[config.mk]
export PLATFORM = sky130hd
export DESIGN_NAME = controlador_registrador_7bits_flat
export DESIGN_NICKNAME = d
export VERILOG_FILES = /design/src/rtl/controlador_registrador_7bits_pkg.sv /design/src/rtl/controlador_registrador_7bits_if.sv /design/src/rtl/controlador_registrador_7bits_arbitro.sv /design/src/rtl/controlador_registrador_7bits.sv /design/src/flat_wrapper.sv
export SDC_FILE = /design/constraint.sdc
export NUM_CORES = 1
export LEC_CHECK = 0
export ABC_AREA = 1
export CAP_MARGIN = 20
export CORE_ASPECT_RATIO = 0.5
export CORE_MARGIN = 5
export CORE_UTILIZATION = 35
export CTS_CLUSTER_DIAMETER = 120
export DETAILED_ROUTE_END_ITERATION = 8
export PLACE_DENSITY = 0.72
export SLEW_MARGIN = 20
export SYNTH_ARGS = -nofsm -noshare
export SYNTH_HDL_FRONTEND = slang
export SYNTH_SLANG_ARGS = --single-unit
[constraint.sdc]
create_clock -name clk -period 1.1 [get_ports clk]
set_input_delay 0.165 -clock clk [delete_from_list [all_inputs] [get_ports clk]]
set_output_delay 0.165 -clock clk [all_outputs]
set_load 0.02 [all_outputs]
[src/rtl/controlador_registrador_7bits_pkg.sv]
// pkg_registrador: shared mode, width and state constants for the 7-bit shift register controller
package pkg_registrador;
  localparam int LARGURA = 7;
  typedef logic [1:0] modo_t;
  localparam modo_t MODO_HOLD = 2'b00;
  localparam modo_t MODO_DESLOCA = 2'b01;
  localparam modo_t MODO_CARGA = 2'b10;
  typedef logic [2:0] estado_t;
  localparam estado_t OCIOSO = 3'd0;
  localparam estado_t CARGA = 3'd1;
  localparam estado_t DESLOCA = 3'd2;
  localparam estado_t FIM = 3'd3;
  localparam estado_t PAUSA_ST = 3'd4;
endpackage

[src/rtl/controlador_registrador_7bits_if.sv]
// controlador_registrador_7bits_if: request/ack/done handshake for both word sources
interface controlador_registrador_7bits_if;
  import pkg_registrador::*;
  logic req_a, req_b, ack_a, ack_b, fim_a, fim_b;
  logic [LARGURA-1:0] dado_a, dado_b;
  modport master (output req_a, req_b, dado_a, dado_b, input ack_a, ack_b, fim_a, fim_b);
  modport slave (input req_a, req_b, dado_a, dado_b, output ack_a, ack_b, fim_a, fim_b);
endinterface

[src/rtl/controlador_registrador_7bits_arbitro.sv]
// arbitro_rr2: two-way round-robin grant, the requester not served last wins a tie
module arbitro_rr2 (
  input  logic req_a,
  input  logic req_b,
  input  logic ultimo,
  output logic concede_a,
  output logic concede_b
);
  assign concede_a = req_a & (~req_b | ultimo);
  assign concede_b = req_b & (~req_a | ~ultimo);
endmodule

[src/rtl/controlador_registrador_7bits.sv]
// controlador_registrador_7bits: arbitrates two word sources, loads the winner into the shift register and streams it MSB-first
module controlador_registrador_7bits
  import pkg_registrador::*;
#(
  parameter int PAUSA = 0
) (
  input  logic                   clk,
  input  logic                   rst_n,
  controlador_registrador_7bits_if.slave bus,
  output logic                   ch1,
  output logic                   ch0,
  output logic [LARGURA-1:0]     bits,
  output logic                   d,
  input  logic                   saida_ultimoflip,
  output logic                   serial_bit,
  output logic                   serial_valid,
  output logic                   ocupado
);
  estado_t est, nxt;
  modo_t modo;
  logic [3:0] cont;
  logic sel, ultimo, concede_a, concede_b;

  arbitro_rr2 u_arbitro (
    .req_a(bus.req_a),
    .req_b(bus.req_b),
    .ultimo(ultimo),
    .concede_a(concede_a),
    .concede_b(concede_b)
  );

  assign {ch1, ch0} = modo;
  assign d = 1'b0;
  assign serial_bit = serial_valid & saida_ultimoflip;

  // next state: one load cycle, seven shift cycles, one done cycle, optional pause
  always_comb begin
    nxt = est == OCIOSO ? (bus.req_a | bus.req_b ? CARGA : OCIOSO)
        : est == CARGA ? DESLOCA
        : est == DESLOCA ? (cont == 4'd6 ? FIM : DESLOCA)
        : est == FIM ? (PAUSA > 0 ? PAUSA_ST : OCIOSO)
        : (cont == 4'(PAUSA - 1) ? OCIOSO : PAUSA_ST);
  end

  // state, grant memory and outputs registered from the upcoming state so they line up with it
  always_ff @(posedge clk) begin
    if (!rst_n) begin
      est <= OCIOSO;
      cont <= 4'd0;
      sel <= 1'b0;
      ultimo <= 1'b1;
      modo <= MODO_HOLD;
      bits <= '0;
      bus.ack_a <= 1'b0;
      bus.ack_b <= 1'b0;
      bus.fim_a <= 1'b0;
      bus.fim_b <= 1'b0;
      serial_valid <= 1'b0;
      ocupado <= 1'b0;
    end else begin
      est <= nxt;
      cont <= nxt == est && (est == DESLOCA || est == PAUSA_ST) ? cont + 4'd1 : 4'd0;
      sel <= est == OCIOSO ? concede_b : sel;
      ultimo <= est == CARGA ? sel : ultimo;
      modo <= nxt == CARGA ? MODO_CARGA : nxt == DESLOCA ? MODO_DESLOCA : MODO_HOLD;
      bits <= nxt == CARGA ? (concede_a ? bus.dado_a : bus.dado_b) : '0;
      bus.ack_a <= nxt == CARGA && concede_a;
      bus.ack_b <= nxt == CARGA && concede_b;
      bus.fim_a <= nxt == FIM && !sel;
      bus.fim_b <= nxt == FIM && sel;
      serial_valid <= nxt == DESLOCA;
      ocupado <= nxt != OCIOSO;
    end
  end
endmodule

[src/flat_wrapper.sv]
// flat-port wrapper written by rule: the top's interface ports become plain ports
module controlador_registrador_7bits_flat import pkg_registrador::*;
#(
  parameter int PAUSA = 0
)
  (clk, rst_n, ch1, ch0, bits, d, saida_ultimoflip, serial_bit, serial_valid, ocupado, bus_req_a, bus_req_b, bus_dado_a, bus_dado_b, bus_ack_a, bus_ack_b, bus_fim_a, bus_fim_b);
  controlador_registrador_7bits_if bus_i ();
  input  logic clk;
  input  logic rst_n;
  output logic ch1;
  output logic ch0;
  output logic [LARGURA-1:0] bits;
  output logic d;
  input  logic saida_ultimoflip;
  output logic serial_bit;
  output logic serial_valid;
  output logic ocupado;
  input wire logic [$bits(bus_i.req_a)-1:0] bus_req_a;
  input wire logic [$bits(bus_i.req_b)-1:0] bus_req_b;
  input wire logic [$bits(bus_i.dado_a)-1:0] bus_dado_a;
  input wire logic [$bits(bus_i.dado_b)-1:0] bus_dado_b;
  output wire logic [$bits(bus_i.ack_a)-1:0] bus_ack_a;
  output wire logic [$bits(bus_i.ack_b)-1:0] bus_ack_b;
  output wire logic [$bits(bus_i.fim_a)-1:0] bus_fim_a;
  output wire logic [$bits(bus_i.fim_b)-1:0] bus_fim_b;
  assign bus_i.req_a = bus_req_a;
  assign bus_i.req_b = bus_req_b;
  assign bus_i.dado_a = bus_dado_a;
  assign bus_i.dado_b = bus_dado_b;
  assign bus_ack_a = bus_i.ack_a;
  assign bus_ack_b = bus_i.ack_b;
  assign bus_fim_a = bus_i.fim_a;
  assign bus_fim_b = bus_i.fim_b;
  controlador_registrador_7bits #(.PAUSA(PAUSA)) u_core (.clk(clk), .rst_n(rst_n), .bus(bus_i), .ch1(ch1), .ch0(ch0), .bits(bits), .d(d), .saida_ultimoflip(saida_ultimoflip), .serial_bit(serial_bit), .serial_valid(serial_valid), .ocupado(ocupado));
endmodule
==> metrics.md <==
| Metric | Value |
|---|---|
| Fin crit share | `101%` |
| Syn_nets | `approximately 140` |
| CP startpoint kind | `flop` |
| Clock power share | `29.4%` |
| RR Startpoint | `u_core.est[2]` |
| Syn Area/Cell | `8.07 sq um` |
| Failing checks | `negative setup slack` |
| Worst hold path type | `in2reg` |
| Register area share after synthesis | `between 40% and 50%` |
| Wire per inst | `10.3 microns` |
| Core Area | `2640 sq um` |
| Finished Layout Cells | `a little over 200` |
| Max clock buf depth | `2` |
| Unrepaired setup endpoints after global routing | `yes` |
| Hold_sp | `bus_req_b` |
| Cell count of the worst hold path | `5` |
| Vias in the first global route | `825` |
| Drt total wl | `between 2000 and 2500 microns` |
| Switching component of the power | `0.522 mW` |
| Top Ports | `36` |
| Number of placement rows | `13` |
| Clock transition at the registers of the reported paths | `0.08 ns` |
| CTS Buf Count | `3` |
| Status | `finished, violations left` |
| Reg-to-reg critical path endpoint | `u_core.bits[5]` |
| R2R cell count | `7` |
| Vias per std cell | `4.16` |
| First-pass GRT wire length | `3310 microns` |
| Skew-Pair Late Insertion Delay | `0.26 ns` |
| Final setup fails | `7` |
| Largest net degree at the start of global routing | `16` |
| CTS tree | `done` |
| Flop pwr share | `a little under half` |
| Max cap viols | `0` |
| Fmax | `roughly 900 MHz` |
| Internal | `1.45 mW` |
| Design Power | `1.98 mW` |
| Post-Synthesis Cells | `121` |
| Worst-path maximum fanout | `8` |
| Asr flop ratio synth | `0%` |
| Worst Path Required | `1.31 ns` |
| Fin. max-slew vios | `0` |
| Layout Skew | `between 0.002 and 0.003 ns` |
| Grt ovf | `0` |
| Post-DP HPWL | `roughly 1500 microns` |
| Layout area overhead | `61.8%` |
| WS Path Type | `reg2reg` |
| Total GRT Usage | `10.8%` |
| Sinks on the clock net | `24` |
| Synth Cell Area | `976 sq um` |
| Pwr dens | `1250 nW/um^2` |
| Gate power share | `between 20% and 30%` |
| Inst Count DP | `193` |
| Main combinational cell family by area after synthesis | `simple AND/OR/NAND/NOR gates` |
| Worst Hold End | `u_core.bus.ack_b` |
| Leakage power | `~0.75 nW` |
| Buffers on Ports | `34` |
| Synth cell types | `21` |
| Synth area leaders | `dfxtp_1, nand2_1, inv_1` |
| Cell taking the most area after synthesis | `dfxtp_1` |
| Ratio of cells with drive above 1 in the final layout | `between 30% and 40%` |
| Flop2flop setup slack | `-0.01 ns` |
| Most frequent cells after synthesis | `dfxtp_1, nand2_1, inv_1` |
| Number of fillers in the final layout | `around 240` |
| Xor/xnor share of the synthesized area | `~1.8%` |
| Diodes inserted | `0` |
| Initial antenna violation count | `0` |
| H-tree levels | `1` |
| Worst Path Arrival | `1.32 ns` |
| Final WS setup | `-0.0101 ns` |
| Die Wd | `84.7 microns` |
| Die area | `4010 sq um` |
| Post-synthesis compound-gate area fraction | `under 10%` |
| Mux cell area share after synthesis | `0%` |
| CP Capture Type | `flop` |
| Post-synthesis simple-gate area fraction | `27.4%` |
| Synth Flop Type | `dfxtp_1` |
| Tmin final | `1.11 ns` |
| Cell with the most instances after synthesis | `dfxtp_1` |
| Via Count | `approximately 850` |
| Sw frac | `26.4%` |
| Root buf cell | `clkbuf_8` |
| DRT antenna net count | `0` |
| Maximum VDD drop | `about 0.46 mV` |
| Seq cells post-synth | `24` |
| Synth warnings | `0` |
| DR iter-0 viols | `30` |
| Final Hold Violating Endpoints | `0` |
| Post-route DRC violation count | `0` |
| Area share of fa/ha/maj cells after synthesis | `under 10%` |
| Drt first pass iters | `3` |
| Starting density of the core | `37.0%` |
| Number of flops mapped to enable cells by yosys | `0` |
| Synth top area share | `49.2%` |
| Nets | `189` |
| Routability cong. | `between 0.8 and 0.9` |
| Die Ht | `between 40 and 50 microns` |
metrics by stage:
stage / instance area [sq um] / hold slack, ns / TNS, ns / setup WS [ns] / utilization (%)
detailed placement: 1380 / 0.455 / -4.03 / -0.362 / 52.5
global route: 1580 / 0.375 / -0.611 / -0.0773 / 59.9
CTS: 1470 / 0.485 / -0.00559 / -0.00559 / 55.7
floorplan: 976 / 0.249 / 0 / 0.0272 / -
global placement: 1380 / 0.443 / -3.89 / -0.356 / 52.5
finish: 1580 / 0.345 / -0.0372 / -0.0101 / 59.9
cell usage in the layout, fill, tap and decap left out, types with 3 or more instances in the layout:
master	n
inv_1	14
o21ai_0	5
a21oi_1	4
nor2_4	4
inv_2	9
dfxtp_1	19
dfxtp_2	3
buf_4	8
nand2_1	16
nand2_2	7
nor2_1	14
clkdlybuf4s15_1	7
clkdlybuf4s50_1	17
clkbuf_8	4
dlygate4sd2_1	7
nand3_1	3
worst max-delay path, cell delays in order, from the launching register on:
cell     delay, ns
dfxtp_4       0.37
nor2_4        0.15
nand2_4       0.08
nor2_4        0.16
nand2_4       0.09
inv_8         0.09
nand2_1       0.05
inv_1         0.05
timing repair:
action                     4_1_cts  5_1_grt
pin swaps                        6        6
gates resized for setup         29       34
hold buffers                     0        0
setup buffers                    2        4
setup endpoints to repair       24       24
gates cloned                     0        1
flip-flops by register name, summed over array words and instances (netlist names):
signal	cells
u_core.ocupado	1
u_core.bus.fim_b	1
u_core.bus.fim_a	1
u_core.ultimo	1
u_core.bus.ack_a	1
u_core.sel	1
u_core.bus.ack_b	1
u_core.serial_valid	1
u_core.bits	7
u_core.cont	4
u_core.est	3
u_core.modo	2
worst max path at each step:
stage,from,endpoint,slack [ns],cells after the start
global placement,saida_ultimoflip,serial_bit,-0.36,4
floorplan,u_core.cont[0],u_core.cont[0],0.03,7
finish,u_core.est[2],u_core.bits[5],-0.01,7
CTS,u_core.cont[1],u_core.cont[2],-0.006,6
global route,u_core.cont[0],u_core.cont[3],-0.08,7
detailed placement,saida_ultimoflip,serial_bit,-0.36,4
routing by layer:
layer	track usage (%)	vias up	share of wire, %
met5	0	-	0
met4	4.73	0	0.29
met3	4.38	2	7.1
met2	22.6	24	55
met1	9.83	370	38
li1	-	452	-
power groups by stage:
stage          clock [mW]  combinational, mW  sequential [mW]
2_1_floorplan           0              0.170             1.01
3_3_place_gp            0              0.392            0.969
3_5_place_dp            0              0.396            0.971
4_1_cts             0.610              0.376            0.949
5_1_grt             0.637              0.488            0.954
6_report            0.581              0.448            0.947
cell type report:
type / count / area, sq um / area share (%)
clock buffers: 4 / 55.1 / 3.49
flip-flops and latches: 24 / 492 / 31.1
repair buffers: 44 / 429 / 27.2
well taps: 37 / 46.3 / 2.93
inverters: 24 / 97.6 / 6.18
multi-input cells: 71 / 459 / 29.1
cells by family (layout without fill, tap and decap cells):
family          Yosys count  count (layout)
flops                    24              24
compound gates           12              12
fa+ha+maj                 2               2
buf+inv                  26              72
other cells               1               1
xor+xnor                  2               2
simple gates             54              54
(Power assumes the default switching activity.)
==> variant: new RTL, same flow settings <==
Reset style: asynchronous (`rst_n`), changed in one clocked block.
--- a/src/rtl/controlador_registrador_7bits.sv
+++ b/src/rtl/controlador_registrador_7bits.sv
@@ -45,3 +45,3 @@
   // state, grant memory and outputs registered from the upcoming state so they line up with it
-  always_ff @(posedge clk) begin
+  always_ff @(posedge clk or negedge rst_n) begin
     if (!rst_n) begin
Formal check against the unedited RTL: differs if rst_n is asserted again (counterexample within 4 cycles, from zero or initial values and one cycle with rst_n low); with rst_n held inactive, the same outputs for 10 cycles.
==> variant against the unedited design <==
The run still ends with negative setup slack left; area after synthesis grew 0.26%; sequential cell count unchanged; design area decreased by 8.5%; critical path type unchanged; worst setup slack lost 0.042 ns; largest cell class unchanged; die area rose by 0.21%; wire length shrank 2.9%; critical endpoint is now u_core.cont[0]; core utilization down 5.1 points; via count is 8.0% lower.
Power is not compared: it rests on default switching activity, and its combinational part moved more than twofold at a synthesized area within 25%.
==> variant: results (changes against the unedited design) <==
Crit Reg-Reg Startpoint -> u_core.cont[0] (was u_core.est[2])
Starting DRC count in detailed routing -> 32 (was 30)
Post-synthesis compound-gate area fraction -> 6.266% (was 7.308%)
Routed vias/inst -> 4.286 (was 4.157)
Outcome -> finished, violations left (unchanged)
Cell leakage power -> 0.7283 nW
Final WL -> 2038 um (was 2099 um)
Largest net degree at the start of global routing -> 25 (was 16)
Top cells by area, synth -> dfrtp_1 (59%), nand2_1 (8.1%), inv_1 (4.2%) (was dfxtp_1 (49%), nand2_1 (8.8%), inv_1 (7.7%))
Gr usage total -> 9.714% (was 10.83%)
Worst setup margin -> -0.05191 ns (was -0.01007 ns)
Asr flop ratio synth -> 100.0% (was 0%)
Slowest stage delay, CP -> 0.41 ns (was 0.37 ns)
Worst min path class -> in2async (was in2reg)
Global-route wire length before repair -> 3042 um (was 3312 um)
Seq/Total Area, Yosys -> 61.51% (was 49.23%)
Vias in the first global route -> 737 (was 825)
Failing checks -> negative setup slack (unchanged)
Non-Filler Instances -> 182 (was 204)
Library cells used by synthesis -> 18 (was 21)
Fraction of the mapped netlist area in adder cells -> 2.558% (was 2.564%)
Fraction of layout cells with a size suffix above 1 -> 29.66% (was 32.34%)
Crit path max-delay family -> flip-flops (was simple AND/OR/NAND/NOR gates)
Ys flop type -> dfrtp_1 (was dfxtp_1)
First-pass DRT Iterations -> 4 (was 3)
Post-synth top cells -> dfrtp_1 (23), nand2_1 (21), inv_1 (11) (was dfxtp_1 (24), nand2_1 (23), inv_1 (20))
Biggest register -> u_core.bits (unchanged)
Nets -> 167 (was 189)
Final Wtd Congestion -> 0.7486 (was 0.8185)
Fillers -> 256 (was 237)
Final setup fails -> 10 (was 7)
DP HPWL -> 1502 um (was 1484 um)
Post-Syn Area per Cell -> 9.784 sq um (was 8.066 sq um)
Skew final -> 0.001712 ns (was 0.002554 ns)
[variant: changes by cell type in the layout (fill, tap and decap cells not counted), moves of 3 or more]
| cell | before | now |
|---|---|---|
| clkdlybuf4s15_1 | 7 | 3 |
| dlygate4sd2_1 | 7 | 0 |
| dfrtp_1 | 0 | 23 |
| dfxtp_1 | 19 | 0 |
| dfxtp_2 | 3 | 0 |
| inv_2 | 9 | 4 |
| clkbuf_2 | 1 | 11 |
| nor2_1 | 14 | 8 |
| nand2_1 | 16 | 21 |
| o21ai_0 | 5 | 1 |
| inv_1 | 14 | 11 |
| nand2_2 | 7 | 2 |
[variant: metal layers]
metal	vias up	track usage, %	share of wire (%)
met3	0	3.503	5.8
met4	0	1.893	0
met5	-	0	0
met2	19	18.20	49
li1	396	-	-
met1	365	11.24	46
[variant: how the worst max path moves through the flow]
stage	start	end	cells past startpoint	slack (ns)
global placement	saida_ultimoflip	serial_bit	4	-0.36
detailed placement	saida_ultimoflip	serial_bit	4	-0.36
floorplan	u_core.cont[0]	u_core.cont[2]	7	0.001
CTS	u_core.cont[0]	u_core.cont[1]	7	-0.06
global route	u_core.est[1]	u_core.bits[3]	5	-0.12
finish	u_core.cont[0]	u_core.cont[0]	7	-0.05
[variant: power by group through the flow]
| stage | sequential (mW) | combinational [mW] | clock, mW |
|---|---|---|---|
| after floorplan | 1.47 | 0.506 | 0 |
| after global placement | 1.27 | 1.27 | 0 |
| after detailed placement | 1.28 | 1.29 | 0 |
| after CTS | 1.26 | 1.24 | 0.600 |
| after global routing | 1.30 | 1.34 | 0.638 |
| final | 1.27 | 1.22 | 0.581 |
[variant: worst reg2reg max path, stage by stage, from the launching register on]
cell and delay [ns]:
dfrtp_1 0.41, inv_1 0.06, ha_1 0.15, nand3_2 0.08, nor2_4 0.12, nor2_4 0.05
nand2_2 0.11, nor2_1 0.05
[variant: layout make-up]
class / instances / area, sq um / share of cell area, %
Multi-Input combinational cell: 61 / 345.3 / 23.90
Clock buffer: 4 / 55.05 / 3.810
Tap cell: 37 / 46.29 / 3.203
Timing Repair Buffer: 41 / 340.3 / 23.55
Inverter: 15 / 56.30 / 3.896
Sequential cell: 24 / 601.8 / 41.64
[variant: metrics by stage]
step                power, mW  setup slack [ns]  setup TNS [ns]  hold WS (ns)  cell area [sq um]
CTS                     3.102          -0.05928         -0.2216        0.2419               1484
global placement        2.546           -0.3551          -3.729        0.4090               1415
detailed placement      2.570           -0.3616          -4.181        0.4206               1415
floorplan               1.977          0.001434               0       -0.1306              978.4
finish                  3.067          -0.05191         -0.2805        0.2412               1445
global route            3.283           -0.1171          -1.349        0.2406               1445
[variant: what timing repair did]
item,4_1_cts,5_1_grt
gates resized for setup,37,17
endpoints found under the setup margin,30,29
hold buffers,0,0
buffers inserted,1,0
cloned,0,1
pin swaps,4,2
